===== config.mk =====
export PLATFORM = sky130hd
export DESIGN_NAME = uart_tx_fifo
export DESIGN_NICKNAME = d
export VERILOG_FILES = /design/src/rtl/uart_tx_fifo.sv
export SDC_FILE = /design/constraint.sdc
export NUM_CORES = 1
export LEC_CHECK = 0
export ABC_AREA = 1
export BUFFER_PORTS_ARGS = -buffer_cell sky130_fd_sc_hd__clkbuf_2
export CAP_MARGIN = 5
export CORE_AREA = 5 5 118 120
export DETAILED_ROUTE_END_ITERATION = 16
export DIE_AREA = 0 0 123 125
export PLACE_DENSITY = 0.7
export SETUP_SLACK_MARGIN = 0.2
export SYNTH_ARGS = -nofsm -noshare
export SYNTH_HDL_FRONTEND = slang
export SYNTH_SLANG_ARGS = --single-unit
export TNS_END_PERCENT = 50

===== constraint.sdc =====
create_clock -name CLK -period 2.5 [get_ports CLK]
set_input_delay 0.25 -clock CLK [delete_from_list [all_inputs] [get_ports CLK]]
set_output_delay 0.25 -clock CLK [all_outputs]
set_load 0.02 [all_outputs]

===== src/rtl/uart_tx_fifo.sv =====
// rtl/uart_tx_fifo.sv - byte FIFO feeding uart_tx with a one-cycle issue strobe
module uart_tx_fifo #(
  parameter int DEPTH_LOG2 = 4
) (
  input  logic                  CLK,
  input  logic                  RST,
  input  logic [7:0]            WR_D,
  input  logic                  WR_EN,
  output logic                  FULL,
  output logic                  EMPTY,
  output logic [DEPTH_LOG2:0]   COUNT,
  output logic                  OVF,
  input  logic                  OVF_CLR,
  output logic [7:0]            TX_D,
  output logic                  TX_EN,
  input  logic                  TX_RDY
);

  localparam int                  DEPTH   = 1 << DEPTH_LOG2;
  localparam logic [DEPTH_LOG2:0] DEPTH_C = (DEPTH_LOG2 + 1)'(DEPTH);
  localparam logic [DEPTH_LOG2:0] ONE_C   = (DEPTH_LOG2 + 1)'(1);
  localparam logic [DEPTH_LOG2-1:0] PTR_ONE = DEPTH_LOG2'(1);

  logic [7:0]            mem_q [DEPTH];
  logic [DEPTH_LOG2-1:0] wr_ptr_q, wr_ptr_d;
  logic [DEPTH_LOG2-1:0] rd_ptr_q, rd_ptr_d;
  logic [DEPTH_LOG2:0]   count_q, count_d;
  logic                  ovf_q, ovf_d;
  logic                  tx_en_q, tx_en_d;
  logic [7:0]            tx_d_q, tx_d_d;

  logic full_w;
  logic empty_w;
  logic push_w;
  logic drop_w;
  logic pop_w;

  always_comb begin
    full_w  = (count_q == DEPTH_C);
    empty_w = (count_q == '0);
    push_w  = WR_EN && !full_w;
    drop_w  = WR_EN && full_w;
    // Skipping the cycle after a strobe covers uart_tx latching before RDY falls.
    pop_w   = !tx_en_q && TX_RDY && !empty_w;
  end

  always_comb begin
    wr_ptr_d = wr_ptr_q;
    rd_ptr_d = rd_ptr_q;
    count_d  = count_q;
    ovf_d    = ovf_q;
    tx_en_d  = 1'b0;
    tx_d_d   = tx_d_q;

    if (push_w) begin
      wr_ptr_d = wr_ptr_q + PTR_ONE;
    end

    if (pop_w) begin
      rd_ptr_d = rd_ptr_q + PTR_ONE;
      tx_en_d  = 1'b1;
      tx_d_d   = mem_q[rd_ptr_q];
    end

    case ({push_w, pop_w})
      2'b10:   count_d = count_q + ONE_C;
      2'b01:   count_d = count_q - ONE_C;
      default: count_d = count_q;
    endcase

    // A dropped write outranks a clear in the same cycle.
    if (drop_w) begin
      ovf_d = 1'b1;
    end else if (OVF_CLR) begin
      ovf_d = 1'b0;
    end
  end

  always_ff @(posedge CLK) begin
    if (RST) begin
      wr_ptr_q <= '0;
      rd_ptr_q <= '0;
      count_q  <= '0;
      ovf_q    <= 1'b0;
      tx_en_q  <= 1'b0;
      tx_d_q   <= 8'h00;
    end else begin
      wr_ptr_q <= wr_ptr_d;
      rd_ptr_q <= rd_ptr_d;
      count_q  <= count_d;
      ovf_q    <= ovf_d;
      tx_en_q  <= tx_en_d;
      tx_d_q   <= tx_d_d;
    end
  end

  always_ff @(posedge CLK) begin
    if (push_w && !RST) begin
      mem_q[wr_ptr_q] <= WR_D;
    end
  end

  assign FULL  = full_w;
  assign EMPTY = empty_w;
  assign COUNT = count_q;
  assign OVF   = ovf_q;
  assign TX_EN = tx_en_q;
  assign TX_D  = tx_d_q;

endmodule


# After elaboration in Yosys (flattened, before gate mapping)
# Memories as Yosys holds them, arrays and structs flattened. A register that Yosys moved wholly into a read port is not among the register bits.
# Index checks and enable logic that the tools add are counted.
totals:
  word_cells: 31
  mem_count: 1
  reg_bits: 15
  mem_bits_rw: 128
memory_table:
  columns: ["memory", "words", "word_bits", "read_ports", "rd_ports_with_merged_regs", "wr", "line", "source"]
  rows:
  - ["mem_q", 16, 8, 1, 1, 1, "24", "logic [7:0] mem_q [DEPTH];"]
classes:
  n_eq_ne: 3
  reduce_logical: 12
  n_addsub: 4
  n_mux: 6
ops:
  columns: ["cell", "count"]
  rows:
  - ["$pmux 5 s2", 1]
  - ["$add 4x1->4 const B", 2]
  - ["$add 5x1->5 const B", 1]
  - ["$eq 5x5->1 const B", 1]
  - ["$logic_and 1x1->1", 5]
  - ["$logic_not 5->1", 1]
  - ["$mux 1", 5]
  - ["$sub 5x1->5 const B", 1]
  - ["$logic_not 1->1", 4]
  - ["$reduce_bool 2->1", 2]
  - ["$eq 2x1->1 const B", 1]
  - ["$eq 2x2->1 const B", 1]

# Depth between registers and ports, before layout
# Gate-level depths: netlist of run 1.
logic_depth:
  ltp_word: 6
  mapped_depth: 16
  ltp_nobuf: 15

# Worst setup path after synthesis of run 1
# No wires, ideal clock.
synth_path:
  kind: "reg2reg"
  start: "reg count_q[1] (netlist: COUNT[1])"
  end: "reg count_q[4] (netlist: COUNT[4])"
  path_slack_ns: 0.136
  t_arrival_ns: 2.293
  required_time_ns: 2.429
  setup_time_ns: 0.071
  path_stages_with_launch: 16
  path_buffers: 1
  cell_sequence: "dfxtp_1 -> inv_1 -> nand4_1 -> nand3_2 -> inv_4 -> buf_6 -> ha_1 -> inv_1 -> fa_1 -> inv_1 -> nand2_1 -> a21boi_0 -> o21bai_1 -> nand2_1 -> nand2_1 -> a21oi_1"
synth_between:
  elab_chain_len: 5
synth_lines:
  columns: ["element", "line", "source"]
  rows:
  - ["start, declared", "27", "logic [DEPTH_LOG2:0] count_q, count_d;"]
  - ["start signal, assigned", "90", "count_q <= count_d;"]
  - ["$logic_not 5->1 (*)", "40", "empty_w = (count_q == '0);"]
  - ["$logic_not 1->1 (*)", "44", "pop_w = !tx_en_q && TX_RDY && !empty_w;"]
  - ["$logic_and 1x1->1 (*)", "44", null]
  - ["net pop_w", "36", "logic pop_w;"]
  - ["$eq 2x1->1 / $eq 2x2->1 (equally long branches)", "65", "case ({push_w, pop_w})"]
  - ["$pmux 5 s2 / $reduce_bool 2->1 (equally long branches)", null, null]
# The timed path passes the listed nets; every way through them passes the cells marked *.
# A chain may end at the register's enable or synchronous reset.

# Final worst setup path of run 1
layout_path:
  start: "reg count_q[1] (netlist: COUNT[1])"
  end: "reg count_q[4] (netlist: COUNT[4])"
layout_between:
  elab_chain_len: 5
layout_lines:
  columns: ["element", "line"]
  rows:
  - ["$eq 5x5->1 / $logic_not 5->1 (equally long branches)", "39, 40"]
  - ["$logic_not 1->1, on equally long branches", "41, 44"]
  - ["$logic_and 1x1->1, on equally long branches", "41, 44"]
  - ["$eq 2x1->1 / $eq 2x2->1 (equally long branches)", "65"]
  - ["$pmux 5 s2 / $reduce_bool 2->1 (equally long branches)", null]
# Several ways; a longest one is shown, not always the timed one.

==> summary.md, run 1 <==
| Metric | Value |
|---|---|
| TritonCTS Sinks | 151 |
| Share of the core filled with cells | 59.5% |
| Via Count | 4,678 |
| Wire length of the first global-routing pass | 24,000 um |
| Aggregate negative setup slack | 0 ns |
| Result of the run | completed |
| Worst setup path startpoint | COUNT[1]$_SDFFE_PP0P_ |
| CP arrival | 2.48 ns |
| Final period utilization | 85.5% |
| CTS tree | built |
| Io pins | 30 |
| Maximum number of pins on one net before global-route repair | 35 |
| Antenna diode instance count | 0 |
| Worst reg2reg path endpoint | COUNT[4]$_SDFFE_PP0P_ |
| Relative slew slack | 50.1% |
| Worst Hold Path EP | OVF$_SDFFE_PP0P_ |
| Yosys reg bits | 151 |
| Worst ir drop on vdd | 0.556 mV |
| Number of maximum-capacitance violations | 0 |
| DRT Wirelength | 14,900 um |
| Pin slew with the least headroom to its limit | 0.746 ns |
| Syn nets | 698 |
| Leakage power of the design | 3.32 nW |
| Startpoint of the worst hold path | OVF_CLR |
| Post-route cell area | 7660 um^2 |
| Port Buffer Count | 29 |
| Number of DRC violations after detailed routing | 0 |
| Setup slack of the critical path after layout | 0.363 ns |
| Average wire per standard cell | 16.5 um |
| Clock network latency to the later pin of the worst-skew pair | 0.42 ns |
| Hold Vio Cnt, Final | 0 |
| DRC marker count from the first detailed-route iteration | 394 |
| Maximum fanout count along the critical path | 5 |
| H-tree depth | 4 |
| Number of distinct standard cells referenced by the synthesized netlist | 25 |
| Post-place instance area | 6970 um^2 |
| Final nets | 739 |
| Number of cell instances on the worst register-to-register path | 14 |
| Kind of end point of the critical path | flop |
| Total GRT Usage | 20.8% |
| Post-cts hold buffer count | 0 |
| Row cnt | 42 |
| Clock transition at the registers of the reported paths | 0.06 ns |
| Area used by sequential logic in the layout | 4310 um^2 |
| Area used by multi-input combinational logic | 1800 um^2 |
| Die footprint | 15,400 um^2 |
| Final max-slew violation count | 0 |
| Avg Cell Area, Syn | 9.82 um^2 |
| Routed vias/inst | 5.17 |
| Setup slack, reg-to-reg | 0.36 ns |
| Placeable core region | 12,900 um^2 |
| Pwr Density | 1020 nW/um^2 |
| Layout cell share with drive strength beyond 1 | 12.8% |
| Hold depth | 4 |
| Via count of the first global-routing pass | 4,536 |
| P&R area growth vs syn | 15.6% |
| Clock skew | 0.00681 ns |
| Clock root cell | sky130_fd_sc_hd__clkbuf_16 |
| Shortest period the worst path allows | 2.14 ns |
| Floorplan die width | 123 um |
| Number of iterations in the first detailed-routing pass | 5 |
| Unrepaired setup endpoints after global routing | no |
| Synth Cell Area | 6630 um^2 |
| Hold Path Class | input pin to flop |
| Die Ht | 125 um |
| Number of inserted filler cells in the final layout | 1,055 |
| Number of warnings reported in the yosys synthesis log | 0 |
| Sequential share of the synthesized area | 64.9% |
| Number of CTS-inserted buffers | 17 |
| CP Class | flop to flop |
| Initial standard-cell utilization of the core | 51.5% |
| Launching element type of the critical path | flop |
| Number of antenna violations at the first check in global routing | 0 |
| Total power of the final layout | 7.84 mW |
| Fraction of synthesized cell area taken by the top area cell type | 58.0% |
| Number of nets with antenna violations after routing | 0 |
| Worst reg2reg startpoint | COUNT[1]$_SDFFE_PP0P_ |
| Routability cong. | 0.861 |
| Setup Slack @ Placement | 0.0324 ns |
| Setup-failing EPs final | 0 |
| Post-DP HPWL | 9490 um |
| Worst path required time | 2.84 ns |
| Max Clock Freq | 468 MHz |
| Area leader, netlist | sky130_fd_sc_hd__edfxtp_1 |
| Clock buffer depth | 2 |
| Total congestion overflow after global routing | 0 |
| Gate Count Post-Synth | 675 |
| Area contributors post-synth | sky130_fd_sc_hd__edfxtp_1 (58%), sky130_fd_sc_hd__nand2_1 (12%), sky130_fd_sc_hd__nand3_1 (7.2%) |
## routing by layer
metal	track usage, %	share of wire (%)
met1	27.2	43
met5	0	0
met4	9.77	3.8
met3	3.84	4.6
met2	33.5	49
## cells in the final DEF, fill, tap and decap left out, types with 3 or more instances in the layout
cell / synthesis / layout
sky130_fd_sc_hd__bufinv_16: 0 / 5
sky130_fd_sc_hd__inv_1: 93 / 93
sky130_fd_sc_hd__edfxtp_1: 128 / 128
sky130_fd_sc_hd__buf_4: 8 / 22
sky130_fd_sc_hd__nand2_1: 219 / 219
sky130_fd_sc_hd__clkbuf_2: 0 / 29
sky130_fd_sc_hd__xor2_1: 4 / 4
sky130_fd_sc_hd__dfxtp_2: 0 / 6
sky130_fd_sc_hd__nand3_1: 96 / 96
sky130_fd_sc_hd__ha_1: 9 / 8
sky130_fd_sc_hd__clkbuf_16: 0 / 17
sky130_fd_sc_hd__clkinv_1: 2 / 3
sky130_fd_sc_hd__clkbuf_8: 0 / 3
sky130_fd_sc_hd__o21ai_0: 9 / 9
sky130_fd_sc_hd__dfxtp_1: 23 / 17
sky130_fd_sc_hd__a21oi_1: 12 / 12
sky130_fd_sc_hd__nor2_1: 38 / 38
sky130_fd_sc_hd__clkbuf_1: 5 / 3
## synth_stat cells
master	number
sky130_fd_sc_hd__nand2_1	219
sky130_fd_sc_hd__edfxtp_1	128
sky130_fd_sc_hd__nand3_1	96
sky130_fd_sc_hd__inv_1	93
sky130_fd_sc_hd__nor2_1	38
sky130_fd_sc_hd__dfxtp_1	23
sky130_fd_sc_hd__buf_2	14
sky130_fd_sc_hd__a21oi_1	12
sky130_fd_sc_hd__ha_1	9
sky130_fd_sc_hd__o21ai_0	9
sky130_fd_sc_hd__buf_4	8
sky130_fd_sc_hd__clkbuf_1	5
sky130_fd_sc_hd__xor2_1	4
sky130_fd_sc_hd__buf_6	2
sky130_fd_sc_hd__clkinv_1	2
sky130_fd_sc_hd__inv_2	2
sky130_fd_sc_hd__nand2_2	2
sky130_fd_sc_hd__nand4_1	2
sky130_fd_sc_hd__a21boi_0	1
sky130_fd_sc_hd__fa_1	1
sky130_fd_sc_hd__inv_4	1
sky130_fd_sc_hd__nand3_2	1
sky130_fd_sc_hd__nor3b_1	1
sky130_fd_sc_hd__o21bai_1	1
sky130_fd_sc_hd__xnor2_1	1
## final cells by class
| type | count | area share [%] |
|---|---|---|
| Inverter | 98 | 4.87 |
| Clock buffer | 23 | 6.24 |
| Timing Repair Buffer | 51 | 4.05 |
| Multi-Input combinational cell | 397 | 23.4 |
| Clock inverter | 9 | 2.25 |
| Sequential cell | 151 | 56.3 |
| Tap cell | 176 | 2.87 |
## metrics by stage
step | hold slack (ns) | instances
after floorplan | 0.349 | 675
after global placement | 0.453 | 870
after detailed placement | 0.467 | 870
after CTS | 0.0867 | 903
after global routing | 0.0939 | 905
final | 0.101 | 905
## worst max-delay path by stage
stage,slack (ns),cells after the start,end
floorplan,0.20,15,COUNT[4]$_SDFFE_PP0P_
global placement,0.23,14,COUNT[4]$_SDFFE_PP0P_
detailed placement,0.03,14,COUNT[4]$_SDFFE_PP0P_
CTS,0.21,14,COUNT[4]$_SDFFE_PP0P_
global route,0.19,14,COUNT[4]$_SDFFE_PP0P_
finish,0.36,14,COUNT[4]$_SDFFE_PP0P_
## power breakdown
group	switching (mW)	internal [mW]	leakage, nW
Sequential	0.0996	2.88	1.34
Clock	0.930	1.85	0.319
Combinational	1.44	0.641	1.66
Total	2.47	5.37	3.32
## worst max-delay path: stages, from the launching register on
cell and delay (ns):
sky130_fd_sc_hd__dfxtp_2 0.35, sky130_fd_sc_hd__inv_1 0.08, sky130_fd_sc_hd__nand4_1 0.17, sky130_fd_sc_hd__nand3_4 0.13, sky130_fd_sc_hd__inv_6 0.07, sky130_fd_sc_hd__ha_2 0.23
sky130_fd_sc_hd__inv_1 0.08, sky130_fd_sc_hd__fa_2 0.36, sky130_fd_sc_hd__inv_1 0.08, sky130_fd_sc_hd__nand2_1 0.07, sky130_fd_sc_hd__a21boi_1 0.16, sky130_fd_sc_hd__o21bai_1 0.08
sky130_fd_sc_hd__nand2_1 0.06, sky130_fd_sc_hd__nand2_1 0.04, sky130_fd_sc_hd__a21oi_1 0.11
## sequential cells by signal (all words and copies together) (netlist names)
name      cells
mem_q       128
rd_ptr_q      4
OVF           1
TX_D          8
COUNT         5
TX_EN         1
wr_ptr_q      4
## timing repair
action                                  in CTS  in global routing
gates cloned                                 0                  0
pin swaps                                    0                  3
gates resized for setup                      2                  4
endpoints found under the setup margin       1                  1
hold endpoints to repair                     0                  0
setup buffers                                1                  2
## cells by family after synthesis
family                     synth area share, %
AOI/OAI and AO/OA                         1.81
xor gates and xnor gates                 0.660
adders and majority gates                 2.00
buffers and inverters                     8.17
DFF                                       64.9
and+or+nand+nor                           22.4
(Power assumes the default switching activity.)
==> run 2, diff against run 1 <==
--- a/config.mk
+++ b/config.mk
@@ -8,10 +8,10 @@
 export ABC_AREA = 1
 export BUFFER_PORTS_ARGS = -buffer_cell sky130_fd_sc_hd__clkbuf_2
 export CAP_MARGIN = 5
-export CORE_AREA = 5 5 118 120
+export CORE_AREA = 5 5 112 114
 export DETAILED_ROUTE_END_ITERATION = 16
-export DIE_AREA = 0 0 123 125
-export PLACE_DENSITY = 0.7
+export DIE_AREA = 0 0 117 119
+export PLACE_DENSITY = 0.76
 export SETUP_SLACK_MARGIN = 0.2
 export SYNTH_ARGS = -nofsm -noshare
 export SYNTH_HDL_FRONTEND = slang
==> summary.md, run 2 (synthesis results as in run 1) <==
| Metric | Value |
|---|---|
| Flip-flop count of the largest register, all copies and words added | 128 (unchanged) |
| DRT Wirelength | 14,400 um (-3.6%) |
| Cell family with the largest share of critical-path delay | simple AND/OR/NAND/NOR gates |
| CP arrival | 2.37 ns (-0.11 ns) |
| Clock buffer depth | 2 (unchanged) |
| Hold Path Class | input pin to flop |
| Routed vias/inst | 5.28 (+2.2%) |
| Max Clock Freq | 479 MHz (+2.4%) |
| Post-cts hold buffer count | 0 (unchanged) |
| Result of the run | completed |
| Setup slack, reg-to-reg | 0.41 ns (+0.05 ns) |
| Placeable core region | 11,300 um^2 (-12%) |
| Die footprint | 13,900 um^2 (-9.4%) |
| Clock network latency to the later pin of the worst-skew pair | 0.42 ns (about the same) |
| Clock transition at the registers of the reported paths | 0.06 ns (about the same) |
| Number of stages on the worst setup path | 12 (-2) |
| Relative slew slack | 61.1% (+11 points) |
| Leakage power of the design | 3.32 nW (+0.13%) |
| Port Buffer Count | 29 (unchanged) |
| Layout cell share with drive strength beyond 1 | 13.6% (+0.80 points) |
| Worst setup path startpoint | COUNT[0]$_SDFFE_PP0P_ |
| Final max-slew violation count | 0 (unchanged) |
| Launching element type of the critical path | flop |
| Clock root cell | sky130_fd_sc_hd__clkbuf_16 |
| Critical path buffer and inverter count | 2 (-2) |
| Die Ht | 119 um (-4.8%) |
| Routability cong. | 0.879 (+2.1%) |
| Hold depth | 3 (-1) |
| Total congestion overflow after global routing | 0 (unchanged) |
| H-tree depth | 4 (unchanged) |
| Kind of end point of the critical path | flop |
| Number of DRC violations after detailed routing | 0 (unchanged) |
| Pwr Density | 1010 nW/um^2 (-0.84%) |
| Via count of the first global-routing pass | 4,613 (+1.7%) |
| Ordered cell list for the critical path | nor2_2 > nand4_1 > nand3_4 > inv_6 > ha_1 > buf_4 > ha_1 > a21boi_1 > o21bai_1 > nand2_1 > nand2_1 > a21oi_1 |
| Worst reg2reg path endpoint | COUNT[4]$_SDFFE_PP0P_ |
| Number of antenna violations at the first check in global routing | 0 (unchanged) |
| Startpoint of the worst hold path | WR_EN |
| Hold Vio Cnt, Final | 0 (unchanged) |
| Clock skew | 0.00644 ns (-0.000372 ns) |
| Total GRT Usage | 22.1% (+1.3 points) |
| Longest individual stage delay on the worst path | 0.34 ns (-0.02 ns) |
| Row cnt | 39 (-7.1%) |
| Worst Hold Path EP | OVF$_SDFFE_PP0P_ |
| Via Count | 4,611 (-1.4%) |
| Number of cell instances on the worst register-to-register path | 12 (-2) |
| Worst ir drop on vdd | 0.559 mV (+0.54%) |
| Final nets | 742 (+0.41%) |
| Average wire per standard cell | 16.5 um (about the same) |
| Io pins | 30 (unchanged) |
| Number of maximum-capacitance violations | 0 (unchanged) |
| Wire length of the first global-routing pass | 23,200 um (-3.5%) |
| Antenna diode instance count | 0 (unchanged) |
| Unrepaired setup endpoints after global routing | no |
| Number of iterations in the first detailed-routing pass | 5 (unchanged) |
| Largest register by flop count | mem_q |
| Commonest cells after routing, fill and taps aside | sky130_fd_sc_hd__nand2_1 (219), sky130_fd_sc_hd__edfxtp_1 (128), sky130_fd_sc_hd__nand3_1 (96) |
| Maximum number of pins on one net before global-route repair | 38 (+8.6%) |
| Initial standard-cell utilization of the core | 58.6% (+7.1 points) |
| Number of CTS-inserted buffers | 17 (unchanged) |
| Aggregate negative setup slack | 0 ns (unchanged) |
| Worst reg2reg startpoint | COUNT[0]$_SDFFE_PP0P_ |
| Floorplan die width | 117 um (-4.9%) |
| Total power of the final layout | 7.75 mW (-1.2%) |
| Most common cell after layout, fill and taps aside | sky130_fd_sc_hd__nand2_1 |
| Worst path required time | 2.79 ns (-0.05 ns) |
| Setup-failing EPs final | 0 (unchanged) |
| Maximum fanout count along the critical path | 7 (+2) |
| TritonCTS Sinks | 151 (unchanged) |
| Number of inserted filler cells in the final layout | 877 (-17%) |
| Pin slew with the least headroom to its limit | 0.582 ns (-0.164 ns) |
| P&R area growth vs syn | 15.2% |
| CP Class | flop to flop |
| Post-DP HPWL | 9260 um (-2.4%) |
| DRC marker count from the first detailed-route iteration | 345 (-12%) |
| Final period utilization | 83.5% (-2.0 points) |
| Shortest period the worst path allows | 2.09 ns (-0.0493 ns) |
| CTS tree | built |
| Number of nets with antenna violations after routing | 0 (unchanged) |
| Max stage delay cell, worst path | sky130_fd_sc_hd__dfxtp_2 |
run 2: power by group:
group          internal [mW]  leakage, nW  switching (mW)
combinational          0.642         1.68            1.40
sequential              2.88         1.34           0.111
clock                   1.76        0.305           0.959
run 2: metrics by stage:
stage / utilization (%) / instance area [um^2] / hold WS [ns] / std cells / setup WS [ns]
2_1_floorplan: - / 6640 / 0.349 / 675 / 0.201
3_5_place_dp: 61.6 / 6970 / 0.464 / 842 / 0.193
5_1_grt: 67.5 / 7640 / 0.0836 / 873 / 0.210
3_3_place_gp: 61.6 / 6970 / 0.450 / 842 / 0.291
4_1_cts: 67.2 / 7610 / 0.0777 / 873 / 0.293
6_report: 67.5 / 7640 / 0.0886 / 873 / 0.413
run 2: per-layer routing:
layer  track usage [%]  vias to the layer above  routed length, um
met5                 0                        -                  0
met4              9.53                        0                408
met3              5.07                       32                908
met2              37.6                      150               7400
met1              26.7                     2161               5650
li1                  -                     2268                  -
run 2: what timing repair did:
item / CTS / global route
buffers inserted: 1 / 0
setup endpoints to repair: 1 / 2
endpoints found under the hold margin: 0 / 0
resized for setup: 1 / 6
pin swaps: 0 / 2
run 2: how the worst max path moves through the flow:
stage	to	slack [ns]
2_1_floorplan	COUNT[4]$_SDFFE_PP0P_	0.20
3_3_place_gp	COUNT[4]$_SDFFE_PP0P_	0.29
3_5_place_dp	COUNT[4]$_SDFFE_PP0P_	0.19
4_1_cts	COUNT[4]$_SDFFE_PP0P_	0.29
5_1_grt	COUNT[4]$_SDFFE_PP0P_	0.21
6_report	COUNT[4]$_SDFFE_PP0P_	0.41
run 2: area by class of cell:
| type | instances | area (um^2) | share of cell area, % |
|---|---|---|---|
| inverters | 98 | 373 | 4.88 |
| multi-input cells | 397 | 1810 | 23.7 |
| well taps | 143 | 179 | 2.34 |
| clock buffers | 17 | 425 | 5.57 |
| clock inverters | 13 | 206 | 2.70 |
| flip-flops and latches | 151 | 4310 | 56.5 |
| repair buffers | 54 | 333 | 4.36 |
run 2: worst register-to-register path: stages (launching register included):
cell and delay (ns):
sky130_fd_sc_hd__dfxtp_2 0.34, sky130_fd_sc_hd__nor2_2 0.12, sky130_fd_sc_hd__nand4_1 0.18, sky130_fd_sc_hd__nand3_4 0.18, sky130_fd_sc_hd__inv_6 0.04, sky130_fd_sc_hd__ha_1 0.18
sky130_fd_sc_hd__buf_4 0.16, sky130_fd_sc_hd__ha_1 0.31, sky130_fd_sc_hd__a21boi_1 0.15, sky130_fd_sc_hd__o21bai_1 0.12, sky130_fd_sc_hd__nand2_1 0.07, sky130_fd_sc_hd__nand2_1 0.05
sky130_fd_sc_hd__a21oi_1 0.05
